## config.mk

```make
export PLATFORM = sky130hd
export DESIGN_NAME = axis_uart_core_flat
export DESIGN_NICKNAME = d
export VERILOG_FILES = /design/src/rtl/axis_uart_core_if.sv /design/src/rtl/axis_uart_core.sv /design/src/flat_wrapper.sv
export SDC_FILE = /design/constraint.sdc
export NUM_CORES = 1
export LEC_CHECK = 0
export ABC_AREA = 1
export CAP_MARGIN = 20
export CORE_ASPECT_RATIO = 2
export CORE_MARGIN = 2
export CORE_UTILIZATION = 45
export CTS_CLUSTER_SIZE = 12
export DETAILED_ROUTE_END_ITERATION = 10
export SLEW_MARGIN = 10
export SYNTH_ARGS = -nofsm -noshare
export SYNTH_HDL_FRONTEND = slang
export SYNTH_SLANG_ARGS = --single-unit
```

## constraint.sdc

```tcl
create_clock -name aclk -period 2.35 [get_ports aclk]
set_clock_uncertainty 0.05 [all_clocks]
set_input_delay 0.235 -clock aclk [delete_from_list [all_inputs] [get_ports aclk]]
set_output_delay 0.235 -clock aclk [all_outputs]
set_load 0.03 [all_outputs]
```

## src/rtl/axis_uart_core_if.sv

```systemverilog
// Byte-wide AXI-Stream channel used for both the UART TX sink and the RX source.
interface axis_uart_core_if;
  logic [7:0] tdata;
  logic       tvalid;
  logic       tready;

  modport master (output tdata, output tvalid, input tready);
  modport slave  (input tdata, input tvalid, output tready);
endinterface

```

## src/rtl/axis_uart_core.sv

```systemverilog
// UART transmitter and receiver with AXI-Stream byte ports and a first-word-fall-through RX FIFO.
// Both FSMs share one state encoding; bit timing uses down-counters that reload at terminal count.
//   state     | meaning
//   ST_IDLE   | line idle; TX accepts a byte, RX waits for a falling edge
//   ST_START  | start bit (RX: half-bit wait, then start re-sampled)
//   ST_DATA   | data bits, LSB first
//   ST_PARITY | parity bit, only when PARITY != 0
//   ST_STOP   | stop bit(s); RX samples only the first one
module axis_uart_core #(
  parameter int CLK_FREQ      = 100_000_000,
  parameter int BAUD_RATE     = 115_200,
  parameter int DATA_BITS     = 8,
  parameter int PARITY        = 0,
  parameter int STOP_BITS     = 1,
  parameter int RX_FIFO_DEPTH = 16
) (
  input  logic             aclk,
  input  logic             aresetn,
  input  logic             uart_rx,
  output logic             uart_tx,
  axis_uart_core_if.slave  s_axis,
  axis_uart_core_if.master m_axis,
  output logic             tx_done,
  output logic             rx_done,
  output logic [1:0]       rx_error,
  output logic             rx_overrun
);

  localparam int CLKS_PER_BIT = CLK_FREQ / BAUD_RATE;
  localparam int CW   = $clog2(CLKS_PER_BIT);
  localparam int AW   = $clog2(RX_FIFO_DEPTH);
  localparam int CNTW = AW + 1;

  localparam logic [CW-1:0]   CNT_BIT   = CW'(CLKS_PER_BIT - 1);
  localparam logic [CW-1:0]   CNT_HALF  = CW'(CLKS_PER_BIT / 2 - 1);
  localparam logic [2:0]      LAST_DATA = 3'(DATA_BITS - 1);
  localparam logic [2:0]      LAST_STOP = 3'(STOP_BITS - 1);
  localparam logic [7:0]      DATA_MASK = 8'((1 << DATA_BITS) - 1);
  localparam logic            ODD       = 1'(PARITY == 2);
  localparam logic [CNTW-1:0] FULL_CNT  = CNTW'(RX_FIFO_DEPTH);

  typedef enum logic [2:0] {
    ST_IDLE,
    ST_START,
    ST_DATA,
    ST_PARITY,
    ST_STOP
  } state_e;

  // ---------------------------------------------------------------- transmitter
  state_e        tx_state_q;
  logic [CW-1:0] tx_cnt_q;
  logic [2:0]    tx_bit_q;
  logic [7:0]    tx_sh_q;
  logic          tx_par_q;
  logic          tx_q;
  logic          tx_rdy_q;
  logic          tx_done_q;

  always_ff @(posedge aclk or negedge aresetn) begin
    if (!aresetn) begin
      tx_state_q <= ST_IDLE;
      tx_cnt_q   <= '0;
      tx_bit_q   <= '0;
      tx_sh_q    <= '0;
      tx_par_q   <= 1'b0;
      tx_q       <= 1'b1;
      tx_rdy_q   <= 1'b0;
      tx_done_q  <= 1'b0;
    end else begin
      tx_done_q <= 1'b0;
      case (tx_state_q)
        ST_IDLE: begin
          tx_q <= 1'b1;
          if (s_axis.tvalid && tx_rdy_q) begin
            tx_state_q <= ST_START;
            tx_rdy_q   <= 1'b0;
            tx_q       <= 1'b0;
            tx_cnt_q   <= CNT_BIT;
            tx_bit_q   <= '0;
            tx_sh_q    <= s_axis.tdata & DATA_MASK;
            tx_par_q   <= (^(s_axis.tdata & DATA_MASK)) ^ ODD;
          end else begin
            tx_rdy_q <= 1'b1;
          end
        end
        default: begin
          if (tx_cnt_q != '0) begin
            tx_cnt_q <= tx_cnt_q - CW'(1);
          end else begin
            tx_cnt_q <= CNT_BIT;
            case (tx_state_q)
              ST_START: begin
                tx_state_q <= ST_DATA;
                tx_q       <= tx_sh_q[0];
              end
              ST_DATA: begin
                if (tx_bit_q == LAST_DATA) begin
                  tx_bit_q <= '0;
                  if (PARITY != 0) begin
                    tx_state_q <= ST_PARITY;
                    tx_q       <= tx_par_q;
                  end else begin
                    tx_state_q <= ST_STOP;
                    tx_q       <= 1'b1;
                  end
                end else begin
                  tx_bit_q <= tx_bit_q + 3'd1;
                  tx_sh_q  <= tx_sh_q >> 1;
                  tx_q     <= tx_sh_q[1];
                end
              end
              ST_PARITY: begin
                tx_state_q <= ST_STOP;
                tx_q       <= 1'b1;
              end
              default: begin
                tx_q <= 1'b1;
                if (tx_bit_q == LAST_STOP) begin
                  tx_state_q <= ST_IDLE;
                  tx_rdy_q   <= 1'b1;
                  tx_done_q  <= 1'b1;
                end else begin
                  tx_bit_q <= tx_bit_q + 3'd1;
                end
              end
            endcase
          end
        end
      endcase
    end
  end

  assign uart_tx       = tx_q;
  assign s_axis.tready = tx_rdy_q;
  assign tx_done       = tx_done_q;

  // ---------------------------------------------------------------- receiver
  logic          rx_s1_q;
  logic          rx_s2_q;
  logic          rx_prev_q;
  state_e        rx_state_q;
  logic [CW-1:0] rx_cnt_q;
  logic [2:0]    rx_bit_q;
  logic [7:0]    rx_sh_q;
  logic          rx_perr_q;
  logic          rx_fin_q;
  logic [1:0]    rx_ferr_q;

  always_ff @(posedge aclk or negedge aresetn) begin
    if (!aresetn) begin
      rx_s1_q    <= 1'b1;
      rx_s2_q    <= 1'b1;
      rx_prev_q  <= 1'b1;
      rx_state_q <= ST_IDLE;
      rx_cnt_q   <= '0;
      rx_bit_q   <= '0;
      rx_sh_q    <= '0;
      rx_perr_q  <= 1'b0;
      rx_fin_q   <= 1'b0;
      rx_ferr_q  <= 2'b00;
    end else begin
      rx_s1_q   <= uart_rx;
      rx_s2_q   <= rx_s1_q;
      rx_prev_q <= rx_s2_q;
      rx_fin_q  <= 1'b0;
      case (rx_state_q)
        ST_IDLE: begin
          if (rx_prev_q && !rx_s2_q) begin
            rx_state_q <= ST_START;
            rx_cnt_q   <= CNT_HALF;
            rx_bit_q   <= '0;
            rx_sh_q    <= '0;
            rx_perr_q  <= 1'b0;
          end
        end
        default: begin
          if (rx_cnt_q != '0) begin
            rx_cnt_q <= rx_cnt_q - CW'(1);
          end else begin
            rx_cnt_q <= CNT_BIT;
            case (rx_state_q)
              ST_START: begin
                rx_state_q <= rx_s2_q ? ST_IDLE : ST_DATA;
              end
              ST_DATA: begin
                rx_sh_q <= {rx_s2_q, rx_sh_q[7:1]};
                if (rx_bit_q == LAST_DATA) begin
                  rx_bit_q   <= '0;
                  rx_state_q <= (PARITY != 0) ? ST_PARITY : ST_STOP;
                end else begin
                  rx_bit_q <= rx_bit_q + 3'd1;
                end
              end
              ST_PARITY: begin
                rx_perr_q  <= (^rx_sh_q) ^ rx_s2_q ^ ODD;
                rx_state_q <= ST_STOP;
              end
              default: begin
                // Only the first stop bit is checked; the line is free for a new start at once.
                rx_state_q <= ST_IDLE;
                rx_fin_q   <= 1'b1;
                rx_ferr_q  <= {rx_perr_q, ~rx_s2_q};
              end
            endcase
          end
        end
      endcase
    end
  end

  // ---------------------------------------------------------------- RX FIFO and status pulses
  logic [7:0]      fifo_mem_q [RX_FIFO_DEPTH];
  logic [AW-1:0]   wr_ptr_q, wr_ptr_d;
  logic [AW-1:0]   rd_ptr_q, rd_ptr_d;
  logic [CNTW-1:0] cnt_q, cnt_d;
  logic            rx_done_q, rx_done_d;
  logic            rx_ovr_q, rx_ovr_d;
  logic [1:0]      rx_err_q, rx_err_d;
  logic [7:0]      rx_word;
  logic            push, push_ok, pop, full;

  assign rx_word = rx_sh_q >> (8 - DATA_BITS);

  always_comb begin
    push      = rx_fin_q && (rx_ferr_q == 2'b00);
    pop       = (cnt_q != '0) && m_axis.tready;
    full      = (cnt_q == FULL_CNT);
    push_ok   = push && (!full || pop);
    wr_ptr_d  = push_ok ? wr_ptr_q + AW'(1) : wr_ptr_q;
    rd_ptr_d  = pop ? rd_ptr_q + AW'(1) : rd_ptr_q;
    cnt_d     = cnt_q;
    if (push_ok && !pop) begin
      cnt_d = cnt_q + CNTW'(1);
    end else if (!push_ok && pop) begin
      cnt_d = cnt_q - CNTW'(1);
    end
    rx_done_d = push_ok;
    rx_ovr_d  = push && !push_ok;
    rx_err_d  = rx_fin_q ? rx_ferr_q : 2'b00;
  end

  always_ff @(posedge aclk or negedge aresetn) begin
    if (!aresetn) begin
      wr_ptr_q  <= '0;
      rd_ptr_q  <= '0;
      cnt_q     <= '0;
      rx_done_q <= 1'b0;
      rx_ovr_q  <= 1'b0;
      rx_err_q  <= 2'b00;
    end else begin
      wr_ptr_q  <= wr_ptr_d;
      rd_ptr_q  <= rd_ptr_d;
      cnt_q     <= cnt_d;
      rx_done_q <= rx_done_d;
      rx_ovr_q  <= rx_ovr_d;
      rx_err_q  <= rx_err_d;
    end
  end

  always_ff @(posedge aclk) begin
    if (push_ok) begin
      fifo_mem_q[wr_ptr_q] <= rx_word;
    end
  end

  assign m_axis.tvalid = (cnt_q != '0);
  assign m_axis.tdata  = (cnt_q != '0) ? fifo_mem_q[rd_ptr_q] : 8'h00;
  assign rx_done       = rx_done_q;
  assign rx_overrun    = rx_ovr_q;
  assign rx_error      = rx_err_q;

endmodule

```

## src/flat_wrapper.sv

```systemverilog
// flat-port wrapper written by rule: the top's interface ports become plain ports
module axis_uart_core_flat 
#(
  parameter int CLK_FREQ      = 100_000_000,
  parameter int BAUD_RATE     = 115_200,
  parameter int DATA_BITS     = 8,
  parameter int PARITY        = 0,
  parameter int STOP_BITS     = 1,
  parameter int RX_FIFO_DEPTH = 16
)
  (aclk, aresetn, uart_rx, uart_tx, tx_done, rx_done, rx_error, rx_overrun, s_axis_tdata, s_axis_tvalid, s_axis_tready, m_axis_tdata, m_axis_tvalid, m_axis_tready);
  axis_uart_core_if s_axis_i ();
  axis_uart_core_if m_axis_i ();
  input  logic aclk;
  input  logic aresetn;
  input  logic uart_rx;
  output logic uart_tx;
  output logic tx_done;
  output logic rx_done;
  output logic [1:0] rx_error;
  output logic rx_overrun;
  input wire logic [$bits(s_axis_i.tdata)-1:0] s_axis_tdata;
  input wire logic [$bits(s_axis_i.tvalid)-1:0] s_axis_tvalid;
  output wire logic [$bits(s_axis_i.tready)-1:0] s_axis_tready;
  output wire logic [$bits(m_axis_i.tdata)-1:0] m_axis_tdata;
  output wire logic [$bits(m_axis_i.tvalid)-1:0] m_axis_tvalid;
  input wire logic [$bits(m_axis_i.tready)-1:0] m_axis_tready;
  assign s_axis_i.tdata = s_axis_tdata;
  assign s_axis_i.tvalid = s_axis_tvalid;
  assign s_axis_tready = s_axis_i.tready;
  assign m_axis_tdata = m_axis_i.tdata;
  assign m_axis_tvalid = m_axis_i.tvalid;
  assign m_axis_i.tready = m_axis_tready;
  axis_uart_core #(.CLK_FREQ(CLK_FREQ), .BAUD_RATE(BAUD_RATE), .DATA_BITS(DATA_BITS), .PARITY(PARITY), .STOP_BITS(STOP_BITS), .RX_FIFO_DEPTH(RX_FIFO_DEPTH)) u_core (.aclk(aclk), .aresetn(aresetn), .uart_rx(uart_rx), .uart_tx(uart_tx), .s_axis(s_axis_i), .m_axis(m_axis_i), .tx_done(tx_done), .rx_done(rx_done), .rx_error(rx_error), .rx_overrun(rx_overrun));
endmodule
```

==> impl_metrics.env <==
export IMPL_status="finished clean"
export IMPL_synth_edf_count=128
export IMPL_crit_slowest_cell="dfrtp_2"
export IMPL_wirelength_um=21860
export IMPL_crit_family="flip-flops"
export IMPL_setup_viol=0
export IMPL_yosysTopAreaCell="edfxtp_1"
export IMPL_grtUsageTotal=0.2027
export IMPL_powerDensity_mw_per_mm2=1167
export IMPL_grt_max_degree=47
export IMPL_maxSlewViolCount=0
export IMPL_crit_type="flip-flop to primary output"
export IMPL_stdcell_area_mm2=0.01105
export IMPL_syn_cell_area_mm2=0.009139
export IMPL_setup_ws_ns=0.04264
export IMPL_ant_nets=0
export IMPL_syn_nets=949
export IMPL_portBuffers=28
export IMPL_dr_pass1_iters=4
export IMPL_cp_data_arrival_time_ns=2.02
export IMPL_pre_cts_slack_ns=-0.01355
export IMPL_grt_pass1_wl_um=33810
export IMPL_gr_total_overflow=0
export IMPL_cts_buffers=21
export IMPL_finalCritPeriodShare=0.9819
export IMPL_netlist_area_leader_share=0.4206
export IMPL_via_per_inst=5.054
export IMPL_cp_required_ns=2.07
export IMPL_yosys_cell_count_top_type="nand2_1"
export IMPL_start_util=0.4590
export IMPL_power_mw=12.89
export IMPL_rows=73
export IMPL_layout_drive_gt1_share=0.1718
export IMPL_drt_initial_drc_count=255
export IMPL_path_cells="clkinv_8, clkbuf_16, nand2_1, nand3_1, nand3_1, nand2_1, nand2_1, a21oi_2, buf_6"
export IMPL_tritoncts="yes"
export IMPL_relSlewSlack=0.5293
export IMPL_power_leakage_nw=4.728
export IMPL_die_y_um=205.5
export IMPL_setup_tns_ns=0
export IMPL_max_freq_ghz=0.4334
export IMPL_post_dp_cell_area_mm2=0.009963
export IMPL_hold_viol=0
export IMPL_synthTopCellsByArea="edfxtp_1 (42%), dfrtp_1 (19%), nand2_1 (13%)"
export IMPL_vias=6413
export IMPL_crit_top_cell="nand2_1"
export IMPL_die_x_um=104.8
export IMPL_io_pins=29
export IMPL_clock_sinks=203
export IMPL_globalplace_congestion=0.8864
export IMPL_drcViolationCount=0
export IMPL_ctsHtreeMaxLevel=1
export IMPL_wl_per_cell_um=17.23
export IMPL_maxCapViolCount=0
export IMPL_ir_drop_mv=0.6417
export IMPL_antennaDiodeCount=0
export IMPL_die_area_mm2=0.02153
export IMPL_syn_inst=919
export IMPL_synthArstFlopShare=0.3695
export IMPL_coreArea_mm2=0.01991
export IMPL_clock_latency_ns=0.49
export IMPL_cp_start_kind="flip-flop"
export IMPL_synth_avg_cell_area_um2=9.944
export IMPL_cpPeakStageDelay_ns=0.49
export IMPL_syn_to_final_growth_pct=20.91
export IMPL_rsz0062_at_grt="yes"
export IMPL_synthFlopType="edfxtp_1"
export IMPL_grt_antenna_before_repair=0
export IMPL_cp_end_kind="primary output"
export IMPL_dp_final_hpwl_um=14610
export IMPL_grt_pass1_vias=6454
export IMPL_synth_distinct_cells=38
export IMPL_yosysSeqAreaShare=0.6265
export IMPL_ys_ff_latch=203
export IMPL_clk_pin_slew_ns=0.06
export IMPL_whs_ns=0.1057
export IMPL_hold_path_class="input port to flip-flop"
export IMPL_worst_pin_slew_ns=0.7061
export IMPL_yosys_warnings=0
export IMPL_cp_max_fo=7
export IMPL_cp_num_buf_inv=3
export IMPL_finish_net_count=1023
export IMPL_period_needed_ns=2.307
export IMPL_synthTopCellsByCount="nand2_1 (306), nand3_1 (131), edfxtp_1 (128)"
export IMPL_clock_root_buffer="clkbuf_16"
export IMPL_clock_path_buffers=3
==> repair_timing <==
item                                    in CTS  in global routing
hold buffers                                 1                  0
endpoints found under the hold margin       29                  0
setup buffers                                1                  3
resized for setup                           13                 56
pin swaps                                    0                 16
endpoints found under the setup margin       9                 10
cloned                                       2                  4
==> area by class of cell <==
class	instances	area, um^2
Clock buffer	35	588.1
Clock inverter	2	13.76
Fill cell	1821	8862
Inverter	68	275.3
Multi-Input combinational cell	615	3222
Sequential cell	203	5728
Tap cell	262	327.8
Timing Repair Buffer	84	894.6
==> placed cells by master, fill, tap and decap left out, drive strengths merged <==
cell type,count
a21oi,21
a22oi,3
buf,60
clkbuf,39
clkdlybuf4s50,18
clkinv,3
clkinvlp,2
dfrtp,71
dfstp,4
dlygate4sd2,1
dlygate4sd3,1
edfxtp,128
fa,1
ha,16
inv,65
nand2,312
nand3,137
nand3b,3
nand4,2
nor2,51
nor3,3
nor4,1
o21ai,30
o21bai,1
o22ai,12
or2,3
xnor2,6
xor2,13
==> layer usage <==
layer | share of wire | track usage | wire length [um] | vias up
li1 | - | - | - | 3217
met1 | 0.36 | 0.2073 | 7905 | 3050
met2 | 0.58 | 0.4123 | 12620 | 106
met3 | 0.026 | 0.02217 | 575 | 40
met4 | 0.035 | 0.07381 | 758 | 0
met5 | 0 | 0 | 0 | -
==> cells by family (layout without fill, tap and decap cells) <==
logic type / after synthesis / in the layout / synth area share
xor gates and xnor gates: 19 / 19 / 0.01821
buffers and inverters: 101 / 189 / 0.04600
DFF: 203 / 203 / 0.6265
and+or+nand+nor: 512 / 512 / 0.2433
adders and majority gates: 17 / 17 / 0.02410
AOI/OAI and AO/OA: 67 / 67 / 0.04190
==> flip-flops by register name, summed over array words and instances (netlist names) <==
signal                cells
u_core.cnt_q              5
u_core.fifo_mem_q       128
u_core.rd_ptr_q           4
u_core.rx_bit_q           3
u_core.rx_cnt_q          10
u_core.rx_done            1
u_core.rx_error           2
u_core.rx_ferr_q          2
u_core.rx_fin_q           1
u_core.rx_overrun         1
u_core.rx_perr_q          1
u_core.rx_prev_q          1
u_core.rx_s1_q            1
u_core.rx_s2_q            1
u_core.rx_sh_q            8
u_core.rx_state_q         3
u_core.s_axis.tready      1
u_core.tx_bit_q           3
u_core.tx_cnt_q          10
u_core.tx_done            1
u_core.tx_sh_q            8
u_core.tx_state_q         3
u_core.uart_tx            1
u_core.wr_ptr_q           4
==> per-stage QoR <==
step,cells,util
final,1269,0.5549
after floorplan,919,-
after detailed placement,1221,0.5004
after global placement,1221,0.5004
after global routing,1269,0.5549
after CTS,1262,0.5369
==> worst paths after layout <==
check                                   start            endpoint  slack [ns]  cells past startpoint
setup / recovery           u_core.rd_ptr_q[0]     m_axis_tdata[1]        0.04                      9
hold / removal                        uart_rx      u_core.rx_s1_q        0.11                      1
setup reg to reg              u_core.cnt_q[1]     u_core.cnt_q[4]        0.13                     10
hold reg to reg                u_core.rx_s1_q      u_core.rx_s2_q        0.31                      0
max in group asynchronous             aresetn      u_core.rx_s1_q        1.43                      3
min in group asynchronous             aresetn  u_core.rd_ptr_q[3]        0.18                      2
==> power by group <==
group / total, mW / internal [mW] / leakage [nW] / switching [mW]
combinational: 5.38 / 2.07 / 2.26 / 3.31
clock: 2.99 / 1.70 / 0.290 / 1.29
sequential: 4.52 / 4.15 / 2.18 / 0.366
total: 12.9 / 7.92 / 4.73 / 4.97
(Power assumes the default switching activity.)
